[config.mk]
export PLATFORM = sky130hd
export DESIGN_NAME = mgc_inout_arb_wait
export DESIGN_NICKNAME = d
export VERILOG_FILES = /design/src/rtl/mgc_inout_arb_wait.sv
export SDC_FILE = /design/constraint.sdc
export NUM_CORES = 1
export LEC_CHECK = 0
export ABC_AREA = 1
export BUFFER_PORTS_ARGS = -buffer_cell sky130_fd_sc_hd__buf_2
export CAP_MARGIN = 10
export CORE_MARGIN = 2
export CORE_UTILIZATION = 35
export DETAILED_ROUTE_END_ITERATION = 8
export PLACE_DENSITY = 0.74
export SLEW_MARGIN = 10
export SYNTH_ARGS = -nofsm -noshare
export SYNTH_HDL_FRONTEND = slang
export SYNTH_SLANG_ARGS = --single-unit
[constraint.sdc]
create_clock -name clk -period 2 [get_ports clk]
set_clock_uncertainty 0.05 [all_clocks]
set_input_delay 0.4 -clock clk [delete_from_list [all_inputs] [get_ports clk]]
set_output_delay 0.4 -clock clk [all_outputs]
set_load 0.03 [all_outputs]
[src/rtl/mgc_inout_arb_wait.sv]
// Two-requester arbiter for a shared bidirectional resource port.
// Grants are registered, round-robin on contention, with a one-cycle bus turnaround on direction change.
module mgc_inout_arb_wait #(
    parameter int rscid = 0,
    parameter int width = 8
) (
    input  logic             clk,
    input  logic             arst,
    input  logic             en,
    input  logic             r0_ldin,
    input  logic             r0_ldout,
    input  logic [width-1:0] r0_dout,
    output logic             r0_vdin,
    output logic             r0_vdout,
    output logic [width-1:0] r0_din,
    input  logic             r1_ldin,
    input  logic             r1_ldout,
    input  logic [width-1:0] r1_dout,
    output logic             r1_vdin,
    output logic             r1_vdout,
    output logic [width-1:0] r1_din,
    output logic             lzin,
    output logic             lzout,
    input  logic             vzin,
    input  logic             vzout,
    input  logic [width-1:0] zin,
    output logic [width-1:0] zout,
    output logic             zoe,
    output logic             busy
);

    localparam int rscid_unused = rscid;

    typedef enum logic [1:0] {
        IDLE = 2'd0,
        G0   = 2'd1,
        G1   = 2'd2,
        TURN = 2'd3
    } state_t;

    state_t state_r, state_s;
    logic   lo_r, lo_s;
    logic   ld_dir_r, ld_dir_s;
    logic   turn_own_r, turn_own_s;
    logic   req0_s, req1_s;
    logic   win_s, win_wr_s;

    // State, last owner, last direction and pending turnaround owner; all hold while en is low.
    always_ff @(posedge clk or negedge arst) begin
        if (!arst) begin
            state_r    <= IDLE;
            lo_r       <= 1'b1;
            ld_dir_r   <= 1'b0;
            turn_own_r <= 1'b0;
        end else if (en) begin
            state_r    <= state_s;
            lo_r       <= lo_s;
            ld_dir_r   <= ld_dir_s;
            turn_own_r <= turn_own_s;
        end else begin
            state_r    <= state_r;
            lo_r       <= lo_r;
            ld_dir_r   <= ld_dir_r;
            turn_own_r <= turn_own_r;
        end
    end

    // Next-state: arbitration in IDLE, one-shot turnaround, release on completion or abandonment.
    always_comb begin
        state_s    = state_r;
        lo_s       = lo_r;
        ld_dir_s   = ld_dir_r;
        turn_own_s = turn_own_r;
        req0_s     = r0_ldin | r0_ldout;
        req1_s     = r1_ldin | r1_ldout;
        // Contention goes to whoever did not own last; a lone requester simply wins.
        win_s      = (req0_s & req1_s) ? ~lo_r : req1_s;
        // Read wins over write whenever ldin is up.
        win_wr_s   = win_s ? ~r1_ldin : ~r0_ldin;
        case (state_r)
            IDLE: begin
                if (req0_s | req1_s) begin
                    if (win_wr_s != ld_dir_r) begin
                        state_s    = TURN;
                        turn_own_s = win_s;
                    end else begin
                        state_s = win_s ? G1 : G0;
                    end
                end else begin
                    state_s = IDLE;
                end
            end
            TURN: begin
                state_s = turn_own_r ? G1 : G0;
            end
            G0: begin
                if (r0_vdin | r0_vdout) begin
                    state_s  = IDLE;
                    lo_s     = 1'b0;
                    ld_dir_s = r0_vdout;
                end else if (!req0_s) begin
                    state_s = IDLE;
                end else begin
                    state_s = G0;
                end
            end
            G1: begin
                if (r1_vdin | r1_vdout) begin
                    state_s  = IDLE;
                    lo_s     = 1'b1;
                    ld_dir_s = r1_vdout;
                end else if (!req1_s) begin
                    state_s = IDLE;
                end else begin
                    state_s = G1;
                end
            end
            default: begin
                state_s = IDLE;
            end
        endcase
    end

    // Outputs: the owner's requests pass straight through to the resource port.
    always_comb begin
        lzin     = 1'b0;
        lzout    = 1'b0;
        zout     = {width{1'b0}};
        zoe      = 1'b0;
        busy     = 1'b0;
        r0_vdin  = 1'b0;
        r0_vdout = 1'b0;
        r0_din   = {width{1'b0}};
        r1_vdin  = 1'b0;
        r1_vdout = 1'b0;
        r1_din   = {width{1'b0}};
        case (state_r)
            G0: begin
                busy     = 1'b1;
                lzin     = r0_ldin;
                lzout    = r0_ldout & ~r0_ldin;
                zout     = r0_dout;
                zoe      = lzout & vzout;
                r0_vdin  = lzin & vzin;
                r0_vdout = lzout & vzout;
                r0_din   = r0_vdin ? zin : {width{1'b0}};
            end
            G1: begin
                busy     = 1'b1;
                lzin     = r1_ldin;
                lzout    = r1_ldout & ~r1_ldin;
                zout     = r1_dout;
                zoe      = lzout & vzout;
                r1_vdin  = lzin & vzin;
                r1_vdout = lzout & vzout;
                r1_din   = r1_vdin ? zin : {width{1'b0}};
            end
            TURN: begin
                busy = 1'b1;
            end
            default: begin
                busy = 1'b0;
            end
        endcase
    end

endmodule

==> results of run 1 <==
[per-stage QoR]
stage	utilization [%]	setup slack [ps]	instance area, sq um	std cells
floorplan	-	-2.890	765.7	131
detailed placement	56.76	-80.10	1114	219
CTS	63.65	7.001	1249	229
global route	67.16	-94.94	1318	231
global placement	56.76	55.39	1114	219
finish	67.16	-8.969	1318	231
[what timing repair did]
item | CTS | global route
setup buffers | 5 | 2
setup endpoints to repair | 31 | 29
pin swaps | 0 | 2
gates resized for setup | 14 | 22
endpoints found under the hold margin | 4 | 0
hold buffers | 1 | 0
[worst reg2reg max path, delay by kind of cell, from the launching register on]
family                     cells  cell delay [ps]
AOI/OAI and AO/OA              2              250
adders and majority gates      1              210
buffers and inverters          2              320
DFF                            1              420
and+or+nand+nor                3              280
[power by group]
group | internal, mW | total [mW] | leakage [nW] | switching (mW)
Combinational | 0.608 | 1.53 | 0.682 | 0.924
Sequential | 0.156 | 0.202 | 0.0600 | 0.0458
Clock | 0.0755 | 0.118 | 0.0150 | 0.0421
[cell families after synthesis]
family / after synthesis
adder cells (fa/ha/maj): 5
AO/OA/AOI/OAI: 21
flip-flops: 5
buffers and inverters: 30
AND/OR/NAND/NOR: 70
[final cells by class]
| class | instances | area share (%) |
|---|---|---|
| multi-input combinational | 96 | 43.97 |
| timing repair buffer | 74 | 34.47 |
| inverter | 25 | 7.407 |
| tap | 27 | 2.564 |
| sequential | 5 | 9.592 |
| clock buffer | 4 | 1.994 |
[routing by layer]
metal / part of all wire, % / wire, microns / vias to the layer above / GRT usage [%]
met4: 1.6 / 42 / 0 / 8.333
met3: 9.0 / 234 / 8 / 6.061
met2: 54 / 1395 / 66 / 40.22
li1: - / - / 553 / -
met1: 35 / 917 / 509 / 19.55
met5: 0 / 0 / - / 0
[cells in the mapped netlist]
cell type / n / area, sq um
o21ai_0: 1 / 5.000
o21ai_2: 1 / 8.760
a21oi_1: 14 / 70.07
dfrtp_1: 4 / 100.1
nor2_1: 19 / 71.32
buf_2: 2 / 10.01
ha_1: 5 / 62.56
dfstp_2: 1 / 26.28
or2_4: 1 / 8.760
a21oi_2: 2 / 17.52
o21ai_1: 3 / 15.01
or2_1: 1 / 6.260
inv_1: 25 / 93.84
nand2_1: 31 / 116.4
nand4_1: 4 / 25.02
nand3_1: 9 / 45.04
clkbuf_1: 3 / 11.26
nand3_2: 1 / 10.01
nand2_2: 4 / 25.02
[worst max path at each step]
stage,slack (ps),from,endpoint,cells after the start
final,-9,state_r[0]$_DFFE_PN0P_,zoe,6
after global routing,-90,state_r[1]$_DFFE_PN0P_,r0_din[1],5
after CTS,7,state_r[0]$_DFFE_PN0P_,r1_din[1],5
after detailed placement,-80,state_r[0]$_DFFE_PN0P_,r1_din[1],5
after global placement,60,state_r[0]$_DFFE_PN0P_,r1_din[1],5
after floorplan,-3,state_r[0]$_DFFE_PN0P_,zoe,5
[flip-flops by register name (all words and copies together), names as in the netlist]
signal,count
lo_r,1
turn_own_r,1
ld_dir_r,1
state_r,2
==> summary.md, run 1 <==
| Metric | Value |
|---|---|
| Nets | `roughly 240` |
| Vias/cell | `slightly below 5` |
| Syn Inst Count | `roughly 130` |
| CP endpoint kind | `output port` |
| DR vias | `approximately 1100` |
| Number of max-cap violations | `0` |
| Seq/Total Area, Yosys | `17.35%` |
| DR iter-0 viols | `10` |
| Avg Synthesized Cell Area | `between 5 and 6 sq um` |
| Fin. max-slew vios | `0` |
| DRC violations left | `0` |
| Io pins | `65` |
| Reg area | `roughly 130 sq um` |
| Design Power | `1.851 mW` |
| RSZ-0062 raised after global routing | `yes` |
| Fin crit period | `~2000 ps` |
| Fin crit share | `100.4%` |
| Multiplexer area fraction after synthesis | `0%` |
| Top Family by Delay on Critical Path | `buffers and inverters` |
| Critical Path RT | `about 1600 ps` |
| Area Growth Syn to Fin | `80.93%` |
| Routed WL | `2589 microns` |
| Initial antenna violation count | `0` |
| WL per Instance | `~11 microns` |
| Die Area | `about 0.0025 sq mm` |
| Rows | `16` |
| Layout cells sized above 1 | `approximately half` |
| Global Route Usage Sum | `about a fifth` |
| Initial Util | `37.12%` |
| Vias in the first global route | `1045` |
| Worst setup path class | `flip-flop to output port` |
| Power Density | `roughly 1400 mW/mm^2` |
| Relative slew margins | `between 80% and 90%` |
| Post-synthesis net count | `~170` |
| Mapped Area | `around 730 sq um` |
| Most frequent cells in the layout | `buf_2, nand2_1, inv_1` |
| Clk_lat worst skew | `roughly 240 ps` |
| Setup ws final | `-8.969 ps` |
| WHS Endpoint | `lo_r$_DFFE_PN1P_` |
| Peak VDD IR | `0.8556 mV` |
| Multi-input logic area | `slightly below 600 sq um` |
| Largest family of logic cells by synthesized area | `simple AND/OR/NAND/NOR gates` |
| Ant. Diodes | `0` |
| Die W | `~50 microns` |
| Clock sink count | `5` |
| Fin. Hold Viols | `0` |
| TritonCTS Buffers | `3` |
| Most common cell after layout, fill and taps aside | `buf_2` |
| XOR/XNOR Fraction of Synth Area | `0%` |
| Crit path buffers/inverters | `4` |
| Synth Area in Compound Gates | `around 16%` |
| TritonCTS clock tree | `yes` |
| Largest net degree at the start of global routing | `12` |
| Worst path slowest cell | `dfrtp_1` |
| Yosys warns | `0` |
| Clk pin slew, worst setup/hold paths | `approximately 40 ps` |
| Reg2reg end | `state_r[1]$_DFFE_PN0P_` |
| Worst reg-to-reg setup slack | `between 300 and 400 ps` |
| Simple-Gate Fraction of Synth Area | `a little over two fifths` |
| Synth unique cells | `19` |
| CP max stage delay | `approximately 410 ps` |
| Largest fanout on the critical path | `5` |
| Post-Synth Adder-Cell Area | `8.591%` |
| Final ANT Viol Nets | `0` |
| Vert. Die Dim | `49.62 microns` |
| H-tree levels | `1` |
| RePlAce Congestion | `0.8632` |
| Core Box Area | `0.001962 sq mm` |
| Leakage | `0.7568 nW` |
| HP Start | `en` |
| Status | `finished, violations left` |
| Setup TNS | `-18.54 ps` |
| First-pass GRT wire length | `between 4000 and 5000 microns` |
| R2R depth | `8` |
| Number of I/O port buffers | `between 60 and 70` |
| CP Launch Type | `flip-flop` |
| Cell mode on critical path | `buf_4` |
| Failing checks | `setup timing` |
| Clock Tree Root | `clkbuf_4` |
| FF+latch count, synth | `5` |
| Fillcell total | `168` |
| First-pass DRT Iterations | `4` |
| Fin Hold WS | `around 430 ps` |
| DP HPWL | `1978 microns` |
| Clk buf depth | `2` |
| Worst slew pin tran | `about 270 ps` |
| Fmax | `~0.5 GHz` |
| HP Class | `input port to flip-flop` |
| FF-to-FF Start | `state_r[0]$_DFFE_PN0P_` |
| Final setup fails | `4` |
| Total gr overflow | `0` |
| WP data arrival | `approximately 1600 ps` |
| Worst Hold Depth | `3` |
| Crit path cell chain | `inv_2 > ha_4 > clkinvlp_4 > buf_4 > a21oi_1 > buf_4` |
(Power assumes the default switching activity.)
==> run 2, diff against run 1 <==
- CORE_ASPECT_RATIO: not set -> 1.2
==> summary.md, run 2 (synthesis results as in run 1) <==
| Metric | Value |
|---|---|
| Status | `finished, violations left` |
| Failing checks | `DRC, setup timing` |
| Clk_lat worst skew | `240 ps (about the same)` |
| TritonCTS clock tree | `yes` |
| Flop pwr share | `10.5% (-0.4 points)` |
| Biggest register | `state_r` |
| DP HPWL | `1986 microns (+0.44%)` |
| Initial Util | `36.33% (-0.79 points)` |
| Combinational share of power | `83.6% (+0.8 points)` |
| Clk buf depth | `2 (unchanged)` |
| RSZ-0062 raised after global routing | `yes` |
| First-pass GRT wire length | `4526 microns (+11%)` |
| Clock share of power | `5.9% (-0.4 points)` |
| Setup TNS | `-99.57 ps (-81.04 ps)` |
| CP Launch Type | `flip-flop` |
| Layout cells sized above 1 | `55.24% (+4.3 points)` |
| Multi-input logic area | `618.1 sq um (+6.7%)` |
| Switching share of power | `53.55% (-1.1 points)` |
| Nets | `249 (+2.5%)` |
| Power Density | `1453 mW/mm^2 (+3.4%)` |
| Post-route cell area | `0.001439 sq mm (+9.2%)` |
| Fin. max-slew vios | `0 (unchanged)` |
| Fin Hold WS | `419.1 ps (-9.242 ps)` |
| Largest fanout on the critical path | `6 (+1)` |
| Reg2reg end | `state_r[0]$_DFFE_PN0P_` |
| Most frequent cells in the layout | `buf_2, nand2_1, inv_1` |
| Internal | `971.2 uW (+16%)` |
| First-pass DRT Iterations | `6 (+2)` |
| Fin crit period | `2029 ps (+19.81 ps)` |
| Reg area | `127.6 sq um (+0.99%)` |
| Final core occ | `71.79% (+4.6 points)` |
| CP endpoint kind | `output port` |
| Critical Path RT | `1550 ps (about the same)` |
| Clock sink count | `5 (unchanged)` |
| Fin crit share | `101.4% (+0.99 points)` |
| H-tree levels | `1 (unchanged)` |
| Die Area | `0.002463 sq mm (about the same)` |
| Initial antenna violation count | `0 (unchanged)` |
| Vias in the first global route | `1036 (-0.86%)` |
| Relative slew margins | `83.33% (+1.7 points)` |
| HP Start | `en` |
| WL per Instance | `13.02 microns (+16%)` |
| Clock Tree Root | `clkbuf_4` |
| Fin. Hold Viols | `0 (unchanged)` |
| FF-to-FF Start | `state_r[0]$_DFFE_PN0P_` |
| Setup ws final | `-28.78 ps (-19.81 ps)` |
| Peak VDD IR | `0.9912 mV (+16%)` |
| R2R depth | `8 (unchanged)` |
| DR iter-0 viols | `34 (+24)` |
| Clk pin slew, worst setup/hold paths | `50 ps (about the same)` |
| Worst Hold Depth | `3 (unchanged)` |
| Worst setup path class | `flip-flop to output port` |
| HP Class | `input port to flip-flop` |
| Area Growth Syn to Fin | `97.59%` |
| Design Power | `2.091 mW (+13%)` |
| Net Sw Power | `1.120 mW (+11%)` |
| Largest net degree at the start of global routing | `12 (unchanged)` |
| Placed cell areas | `0.001120 sq mm (+0.56%)` |
| Die W | `45.64 microns (-8.0%)` |
| Ant. Diodes | `0 (unchanged)` |
| Vert. Die Dim | `53.97 microns (+8.8%)` |
| Number of max-cap violations | `0 (unchanged)` |
| Total gr overflow | `0 (unchanged)` |
| Vias/cell | `5.004 (+1.8%)` |
| DP Worst Slack | `-25.81 ps (+54.30 ps)` |
| Leakage | `0.7934 nW (+4.8%)` |
| Most common cell after layout, fill and taps aside | `buf_2` |
| Io pins | `65 (unchanged)` |
| WHS Endpoint | `lo_r$_DFFE_PN1P_` |
| Worst slew pin tran | `247.5 ps (-25.41 ps)` |
| # placed instances | `214 (-2.3%)` |
| Worst reg-to-reg setup slack | `310 ps (-40 ps)` |
| WP data arrival | `1580 ps (+20 ps)` |
| Global Route Usage Sum | `24.83% (+4.3 points)` |
| Fillcell total | `142 (-15%)` |
| Fmax | `0.4929 GHz (-0.98%)` |
| Number of I/O port buffers | `64 (unchanged)` |
| RePlAce Congestion | `0.7470 (-13%)` |
| Routed WL | `2994 microns (+16%)` |
| Core Box Area | `0.002004 sq mm (+2.2%)` |
| Final ANT Viol Nets | `0 (unchanged)` |
| Final setup fails | `8 (+4)` |
| Finished Layout Cells | `230 (-0.43%)` |
| Max reg flops | `2 (unchanged)` |
| Rows | `18 (+2)` |
| TritonCTS Buffers | `3 (unchanged)` |
| DR vias | `1151 (+1.3%)` |
| DRC violations left | `1 (+1)` |
-- run 2: worst max path at each step --
stage	from	endpoint	slack [ps]	depth (start not counted)
floorplan	state_r[0]$_DFFE_PN0P_	zoe	-3	5
global placement	state_r[0]$_DFFE_PN0P_	r1_din[4]	50	5
detailed placement	state_r[0]$_DFFE_PN0P_	r1_din[2]	-30	5
CTS	state_r[0]$_DFFE_PN0P_	lzout	-20	6
global route	state_r[0]$_DFFE_PN0P_	lzin	-90	6
finish	state_r[0]$_DFFE_PN0P_	zoe	-30	5
-- run 2: layout make-up --
cell class	instances	share of cell area, %
Timing Repair Buffer	80	37.65
Sequential cell	5	8.870
Clock buffer	4	1.826
Inverter	25	6.957
Multi-Input combinational cell	96	42.96
Tap cell	20	1.739
-- run 2: layer usage --
layer	global-route usage [%]	vias up	wire, microns
li1	-	563	-
met1	28.69	521	1111
met2	46.24	61	1662
met5	0	-	0
met3	2.685	6	175
met4	7.843	0	45
-- run 2: repair_timing --
item,4_1_cts,5_1_grt
resized for setup,29,27
setup endpoints to repair,31,28
hold buffers,1,0
setup buffers,7,4
pin swaps,2,2
endpoints found under the hold margin,4,0
-- run 2: critical path: stages (launching register included) --
cell	delay, ps
dfrtp_2	430
buf_6	120
ha_4	170
nand4_1	200
a21oi_2	200
clkbuf_4	200
-- run 2: power groups by stage --
stage | registers [mW] | logic, mW | clock network (mW)
finish | 0.219 | 1.75 | 0.123
global route | 0.219 | 1.88 | 0.135
CTS | 0.202 | 1.56 | 0.128
detailed placement | 0.207 | 1.19 | 0
global placement | 0.205 | 1.17 | 0
floorplan | 0.191 | 0.894 | 0
